--- src/rtl/bnn_pkg.sv ---
// Shared types and elaboration helpers for the binary neural layer.
package bnn_pkg;

    typedef enum logic [1:0] {
        IDLE    = 2'd0,
        COMPUTE = 2'd1,
        HOLD    = 2'd2
    } state_e;

    localparam int unsigned DEF_TH = 7;

    function automatic int unsigned clog2(input int unsigned v);
        int unsigned r;
        r = 0;
        while ((32'd1 << r) < v) r = r + 1;
        return r;
    endfunction

    function automatic int unsigned ceil_div(input int unsigned a, input int unsigned b);
        return (a + b - 1) / b;
    endfunction

    // Threshold / popcount width able to hold 0..n_in.
    function automatic int unsigned th_w(input int unsigned n_in);
        return clog2(n_in + 1);
    endfunction

    function automatic int unsigned wb_cnt(input int unsigned n_in, input int unsigned ld_w);
        return ceil_div(n_in, ld_w);
    endfunction

    function automatic int unsigned tb_cnt(input int unsigned n_in, input int unsigned ld_w);
        return ceil_div(th_w(n_in), ld_w);
    endfunction

endpackage

--- src/rtl/bnn_layer_seq_if.sv ---
// Load port, activation input stream and result output stream of one layer.
interface bnn_layer_seq_if #(
    parameter int unsigned N_IN  = 8,
    parameter int unsigned N_OUT = 4,
    parameter int unsigned LD_W  = 4
) ();
    logic              ena;
    logic              ld_en;
    logic              ld_rst;
    logic [LD_W-1:0]   ld_data;
    logic              ld_done;
    logic              in_valid;
    logic              in_ready;
    logic [N_IN-1:0]   in_data;
    logic              out_valid;
    logic              out_ready;
    logic [N_OUT-1:0]  out_data;
    logic              busy;

    modport master (
        output ena, ld_en, ld_rst, ld_data, in_valid, in_data, out_ready,
        input  ld_done, in_ready, out_valid, out_data, busy
    );

    modport slave (
        input  ena, ld_en, ld_rst, ld_data, in_valid, in_data, out_ready,
        output ld_done, in_ready, out_valid, out_data, busy
    );
endinterface

--- src/rtl/bnn_xnor_popcount.sv ---
// Counts matching bits between an activation vector and one weight row.
module bnn_xnor_popcount
    import bnn_pkg::*;
#(
    parameter int unsigned N_IN = 8
) (
    input  logic [N_IN-1:0]           x_i,
    input  logic [N_IN-1:0]           w_i,
    output logic [th_w(N_IN)-1:0]     cnt_o
);
    localparam int unsigned TH_W = th_w(N_IN);

    logic [N_IN-1:0] match;

    always_comb begin
        match = ~(x_i ^ w_i);
        cnt_o = '0;
        for (int i = 0; i < int'(N_IN); i++) begin
            cnt_o = cnt_o + TH_W'(match[0]);
            match = match >> 1;
        end
    end
endmodule

--- src/rtl/bnn_layer_seq.sv ---
// Time-multiplexed binary layer: one XNOR-popcount neuron evaluated per cycle,
// weights and thresholds loaded beat-serially while idle.
module bnn_layer_seq #(
    parameter int unsigned N_IN   = 8,
    parameter int unsigned N_OUT  = 4,
    parameter int unsigned LD_W   = 4,
    parameter int unsigned DEF_TH = bnn_pkg::DEF_TH
) (
    input  logic             clk,
    input  logic             rst_n,
    bnn_layer_seq_if.slave   bus
);
    import bnn_pkg::*;

    localparam int unsigned TH_W = th_w(N_IN);
    localparam int unsigned WB   = wb_cnt(N_IN, LD_W);
    localparam int unsigned TB   = tb_cnt(N_IN, LD_W);
    localparam int unsigned NB   = WB + TB;
    localparam int unsigned BW   = (NB > 1) ? clog2(NB) : 1;
    localparam int unsigned NW   = (N_OUT > 1) ? clog2(N_OUT) : 1;

    state_e            state_q, state_d;
    logic [NW-1:0]     n_q, n_d;
    logic [N_IN-1:0]   x_q, x_d;
    logic [N_OUT-1:0]  res_q, res_d;
    logic              out_valid_q, out_valid_d;
    logic [NW-1:0]     ld_n_q, ld_n_d;
    logic [BW-1:0]     ld_b_q, ld_b_d;
    logic              ld_done_q, ld_done_d;
    logic [N_IN-1:0]   w_q  [N_OUT];
    logic [N_IN-1:0]   w_d  [N_OUT];
    logic [TH_W-1:0]   th_q [N_OUT];
    logic [TH_W-1:0]   th_d [N_OUT];

    logic [N_IN-1:0]   w_bits, w_mask;
    logic [TH_W-1:0]   th_bits, th_mask;
    logic [TH_W-1:0]   pc;
    logic              ptr_zero;
    logic              in_ready_c;

    // Spread the current beat over the row bits it owns; bits past the row are dropped.
    for (genvar i = 0; i < int'(N_IN); i++) begin : g_wmask
        assign w_bits[i] = bus.ld_data[i % LD_W];
        assign w_mask[i] = (ld_b_q == BW'(i / LD_W));
    end
    for (genvar i = 0; i < int'(TH_W); i++) begin : g_tmask
        assign th_bits[i] = bus.ld_data[i % LD_W];
        assign th_mask[i] = (ld_b_q == BW'(WB + i / LD_W));
    end

    bnn_xnor_popcount #(.N_IN(N_IN)) u_pc (
        .x_i   (x_q),
        .w_i   (w_q[n_q]),
        .cnt_o (pc)
    );

    assign ptr_zero   = (ld_n_q == '0) && (ld_b_q == '0);
    assign in_ready_c = bus.ena && !bus.ld_en && ptr_zero && (state_q == IDLE);

    always_comb begin
        state_d     = state_q;
        n_d         = n_q;
        x_d         = x_q;
        res_d       = res_q;
        out_valid_d = out_valid_q;
        ld_n_d      = ld_n_q;
        ld_b_d      = ld_b_q;
        ld_done_d   = 1'b0;
        w_d         = w_q;
        th_d        = th_q;

        if (bus.ena) begin
            if (bus.ld_rst) begin
                ld_n_d = '0;
                ld_b_d = '0;
            end else if (bus.ld_en && (state_q == IDLE)) begin
                w_d[ld_n_q]  = (w_q[ld_n_q] & ~w_mask) | (w_bits & w_mask);
                th_d[ld_n_q] = (th_q[ld_n_q] & ~th_mask) | (th_bits & th_mask);
                if (ld_b_q == BW'(NB - 1)) begin
                    ld_b_d = '0;
                    if (ld_n_q == NW'(N_OUT - 1)) begin
                        ld_n_d    = '0;
                        ld_done_d = 1'b1;
                    end else begin
                        ld_n_d = ld_n_q + 1'b1;
                    end
                end else begin
                    ld_b_d = ld_b_q + 1'b1;
                end
            end

            case (state_q)
                IDLE: begin
                    if (bus.in_valid && in_ready_c) begin
                        x_d     = bus.in_data;
                        res_d   = '0;
                        n_d     = '0;
                        state_d = COMPUTE;
                    end
                end
                COMPUTE: begin
                    res_d[n_q] = (pc >= th_q[n_q]);
                    n_d        = n_q + 1'b1;
                    if (n_q == NW'(N_OUT - 1)) begin
                        state_d     = HOLD;
                        out_valid_d = 1'b1;
                    end
                end
                HOLD: begin
                    if (bus.out_ready) begin
                        state_d     = IDLE;
                        out_valid_d = 1'b0;
                    end
                end
                default: state_d = IDLE;
            endcase
        end
    end

    always_ff @(posedge clk) begin
        if (!rst_n) begin
            state_q     <= IDLE;
            n_q         <= '0;
            x_q         <= '0;
            res_q       <= '0;
            out_valid_q <= 1'b0;
            ld_n_q      <= '0;
            ld_b_q      <= '0;
            ld_done_q   <= 1'b0;
            w_q         <= '{default: '0};
            th_q        <= '{default: TH_W'(DEF_TH)};
        end else begin
            state_q     <= state_d;
            n_q         <= n_d;
            x_q         <= x_d;
            res_q       <= res_d;
            out_valid_q <= out_valid_d;
            ld_n_q      <= ld_n_d;
            ld_b_q      <= ld_b_d;
            ld_done_q   <= ld_done_d;
            w_q         <= w_d;
            th_q        <= th_d;
        end
    end

    assign bus.in_ready  = in_ready_c;
    assign bus.ld_done   = ld_done_q && bus.ena;
    assign bus.out_valid = out_valid_q;
    assign bus.out_data  = res_q;
    assign bus.busy      = (state_q != IDLE);
endmodule
--- src/flat_wrapper.sv ---
// flat-port wrapper written by rule: the top's interface ports become plain ports
module bnn_layer_seq_flat import bnn_pkg::*;
#(
    parameter int unsigned N_IN   = 8,
    parameter int unsigned N_OUT  = 4,
    parameter int unsigned LD_W   = 4,
    parameter int unsigned DEF_TH = bnn_pkg::DEF_TH
)
  (clk, rst_n, bus_ena, bus_ld_en, bus_ld_rst, bus_ld_data, bus_in_valid, bus_in_data, bus_out_ready, bus_ld_done, bus_in_ready, bus_out_valid, bus_out_data, bus_busy);
  bnn_layer_seq_if #(.N_IN(N_IN), .N_OUT(N_OUT), .LD_W(LD_W)) bus_i ();
  input  logic clk;
  input  logic rst_n;
  input wire logic [$bits(bus_i.ena)-1:0] bus_ena;
  input wire logic [$bits(bus_i.ld_en)-1:0] bus_ld_en;
  input wire logic [$bits(bus_i.ld_rst)-1:0] bus_ld_rst;
  input wire logic [$bits(bus_i.ld_data)-1:0] bus_ld_data;
  input wire logic [$bits(bus_i.in_valid)-1:0] bus_in_valid;
  input wire logic [$bits(bus_i.in_data)-1:0] bus_in_data;
  input wire logic [$bits(bus_i.out_ready)-1:0] bus_out_ready;
  output wire logic [$bits(bus_i.ld_done)-1:0] bus_ld_done;
  output wire logic [$bits(bus_i.in_ready)-1:0] bus_in_ready;
  output wire logic [$bits(bus_i.out_valid)-1:0] bus_out_valid;
  output wire logic [$bits(bus_i.out_data)-1:0] bus_out_data;
  output wire logic [$bits(bus_i.busy)-1:0] bus_busy;
  assign bus_i.ena = bus_ena;
  assign bus_i.ld_en = bus_ld_en;
  assign bus_i.ld_rst = bus_ld_rst;
  assign bus_i.ld_data = bus_ld_data;
  assign bus_i.in_valid = bus_in_valid;
  assign bus_i.in_data = bus_in_data;
  assign bus_i.out_ready = bus_out_ready;
  assign bus_ld_done = bus_i.ld_done;
  assign bus_in_ready = bus_i.in_ready;
  assign bus_out_valid = bus_i.out_valid;
  assign bus_out_data = bus_i.out_data;
  assign bus_busy = bus_i.busy;
  bnn_layer_seq #(.N_IN(N_IN), .N_OUT(N_OUT), .LD_W(LD_W), .DEF_TH(DEF_TH)) u_core (.clk(clk), .rst_n(rst_n), .bus(bus_i));
endmodule
--- config.mk ---
export PLATFORM = sky130hd
export DESIGN_NAME = bnn_layer_seq_flat
export DESIGN_NICKNAME = d
export VERILOG_FILES = /design/src/rtl/bnn_pkg.sv /design/src/rtl/bnn_layer_seq_if.sv /design/src/rtl/bnn_xnor_popcount.sv /design/src/rtl/bnn_layer_seq.sv /design/src/flat_wrapper.sv
export SDC_FILE = /design/constraint.sdc
export NUM_CORES = 1
export LEC_CHECK = 0
export CAP_MARGIN = 20
export CORE_ASPECT_RATIO = 0.5
export CORE_MARGIN = 2
export CORE_UTILIZATION = 35
export CTS_CLUSTER_DIAMETER = 50
export CTS_CLUSTER_SIZE = 24
export DETAILED_ROUTE_END_ITERATION = 10
export GPL_TIMING_DRIVEN = 0
export MAX_ROUTING_LAYER = met4
export SETUP_SLACK_MARGIN = 0.4
export SLEW_MARGIN = 10
export SYNTH_ARGS = -nofsm -noshare
export SYNTH_HDL_FRONTEND = slang
export SYNTH_SLANG_ARGS = --single-unit
--- constraint.sdc ---
create_clock -name clk -period 11.7 [get_ports clk]
set_input_delay 2.34 -clock clk [delete_from_list [all_inputs] [get_ports clk]]
set_output_delay 2.34 -clock clk [all_outputs]
set_load 0.05 [all_outputs]
==> summary.md <==
| Metric | Value |
|---|---|
| Status | `finished clean` |
| Slew HR | `0.495` |
| Final Util | `0.437` |
| Top cell type's share of synthesized area | `0.365` |
| I/O Buffers | `26` |
| Total GRT Usage | `0.181` |
| Comb pwr share | `0.157` |
| Post-synthesis sequential area ratio | `0.365` |
| Sw frac | `0.263` |
| Clock skew | `7.78 ps` |
| Syn_nets | `405` |
| ANT nets after route | `0` |
| P&R area growth vs syn | `18.9%` |
| First-pass GRT wire length | `15900 um` |
| DP Area | `4270 um^2` |
| Post-route cell area | `4560 um^2` |
| Final setup margin | `5180 ps` |
| Post-synth top cells | `dfxtp_1, a21oi_1, o21ai_0, mux4_2, inv_1` |
| Upper clock frequency limit | `0.153 GHz` |
| Final setup fails | `0` |
| Post-Place Cells | `533` |
| Critical path launch point type | `input pin` |
| Setup TNS | `0 ps` |
| Worst R2R Path Depth | `16` |
| Worst-margin pin slew | `757 ps` |
| Setup Fix Bufs, Post-CTS | `0` |
| Seq pwr share | `0.402` |
| Drt pass-1 iters | `4` |
| RSZ-0062 raised after global routing | `false` |
| Share of cells above drive strength 1 | `0.174` |
| Die X | `152 um` |
| Number of global-route vias before repair | `2888` |
| Synth warn | `0` |
| Cell taking the most area after synthesis | `dfxtp_1` |
| Routability Congestion | `0.797` |
| Clock Latency Late Sink | `340 ps` |
| Finished Layout Cells | `549` |
| Largest net degree at the start of global routing | `13` |
| Post-Syn Area | `3830 um^2` |
| Critical Path AT | `4180 ps` |
| CTS Hold Buffers Added | `0` |
| CTS clk-pin slew, worst paths | `60 ps` |
| Post-DP HPWL | `6890 um` |
| Clock network power share | `0.442` |
| Count leader, synth | `dfxtp_1` |
| Die Area | `11900 um^2` |
| Mapped Cells | `367` |
| Total power | `0.610 mW` |
| Power per Cell Area | `134 nW/um^2` |
| Cts bufs inserted | `9` |
| CP Class | `input pin to output pin` |
| Die Y | `78.0 um` |
| Clock sink count | `70` |
| Tmin final | `6520 ps` |
| Async SR Flop Fraction | `0` |
| Top FF cell, synth | `dfxtp_1` |
| Initial antenna violation count | `0` |
| Residual DRC | `0` |
| Via Count | `2938` |
| Reg-to-Reg Start | `u_core.n_q[1]` |
| H-tree depth | `3` |
| Ports | `27` |
| Net Switching | `0.160 mW` |
| Root buf cell | `clkbuf_16` |
| Vias per cell | `5.35` |
| Initial core utilization | `0.367` |
| Tcrit/Tclk final | `0.557` |
| CTS tree | `yes` |
| Post-Syn Area per Cell | `10.4 um^2` |
| Worst hold path class | `flop to flop` |
| Final WL | `9770 um` |
| Pre-CTS setup slack | `5190 ps` |
| Drt wl/cell | `17.8 um` |
| Max-Cap Viols | `0` |
| Worst Path Required | `9360 ps` |
| # rows | `26` |
| CTS resizes | `0` |
| Final nets | `442` |
| Worst hold slack | `479 ps` |
| Max clock buf depth | `2` |
| Area contributors post-synth | `dfxtp_1, mux4_2, a21oi_1` |
| Critical Path Start | `bus_ena` |
| Fin. Hold Viols | `0` |
| DR iter-0 viols | `262` |
| Seq cells post-synth | `70` |
| Crit. End Element | `output pin` |
| Max rail drop VDD | `0.0567 mV` |
| GRT Residual Overflow | `0` |
| Leak Pwr | `1.74 nW` |
| Cell variety after synth | `42` |
| Number of flops mapped to enable cells by yosys | `0` |
| Int Pwr | `0.449 mW` |
| Core area | `10400 um^2` |
| Hold Path Depth | `2` |
| Worst Hold Launch | `u_core.bus.out_data[0]` |
| Final Max Tran Viols | `0` |
| Crit Path Max Fanout | `10` |
| Diode count | `0` |
worst max-delay path: stages:
cell             delay [ps]
clkdlybuf4s50_1         500
buf_2                   210
and2_4                  180
and3_1                  150
clkdlybuf4s50_1         800
power by group through the flow:
stage | Sequential [mW] | Clock (mW) | Combinational, mW
after global routing | 0.245 | 0.284 | 0.107
after global placement | 0.250 | 0 | 0.0952
after CTS | 0.245 | 0.272 | 0.0964
after floorplan | 0.251 | 0 | 0.0677
final | 0.245 | 0.269 | 0.0955
after detailed placement | 0.250 | 0 | 0.0959
flip-flops by register name (all words and copies together) (netlist names), 2 cells and up:
signal               flops
u_core.w_q              32
u_core.th_q             16
u_core.x_q               8
u_core.bus.out_data      4
u_core.ld_b_q            2
u_core.ld_n_q            2
u_core.n_q               2
u_core.state_q           2
cells in the final DEF (no fill, tap or decap), types with 2 or more instances in the layout:
master / n
ha_1: 15
and3_1: 8
fa_1: 4
a21boi_0: 3
buf_4: 5
o21ai_0: 35
nor2_1: 3
and2_1: 3
xnor2_1: 5
nand2b_1: 2
nor2b_1: 17
xor2_1: 4
a22o_1: 2
a22oi_1: 3
a31oi_1: 4
o21ai_1: 11
or4_1: 3
mux2i_4: 6
dfxtp_1: 70
clkdlybuf4s50_1: 26
buf_2: 9
a21oi_1: 52
nor3b_1: 12
mux2i_1: 12
clkbuf_1: 8
clkinvlp_4: 2
mux4_2: 24
clkbuf_16: 9
nand2_1: 6
buf_6: 6
clkinv_2: 4
inv_1: 21
metal layers:
| metal | wire length [um] | track usage | vias to the layer above |
|---|---|---|---|
| met5 | 0 | - | - |
| met4 | 195 | 0.0673 | 0 |
| met3 | 565 | 0.0425 | 19 |
| met2 | 4110 | 0.250 | 68 |
| met1 | 4900 | 0.257 | 1445 |
| li1 | - | - | 1406 |
layout make-up:
class,count,area [um^2]
clock buffers,9,225
repair buffers,26,260
well taps,140,175
multi-input cells,248,2170
fillers,1006,5880
flip-flops and latches,70,1400
clock inverters,7,65.1
inverters,21,78.8
plain buffers,28,180
logic make-up after synthesis:
kind of cell             count (synthesis)  synth area share
AO/OA/AOI/OAI                          114             0.161
XOR/XNOR                                 9            0.0206
adder cells (fa/ha/maj)                 19            0.0698
buffers and inverters                   49            0.0675
flip-flops                              70             0.365
multiplexers                            42             0.208
AND/OR/NAND/NOR                         64             0.109
worst paths after layout:
kind                            end  slack [ps]
min          u_core.bus.out_data[0]         480
max                    bus_in_ready        5180
max reg2reg  u_core.bus.out_data[1]        6290
min reg2reg  u_core.bus.out_data[0]         480
(Power assumes the default switching activity.)
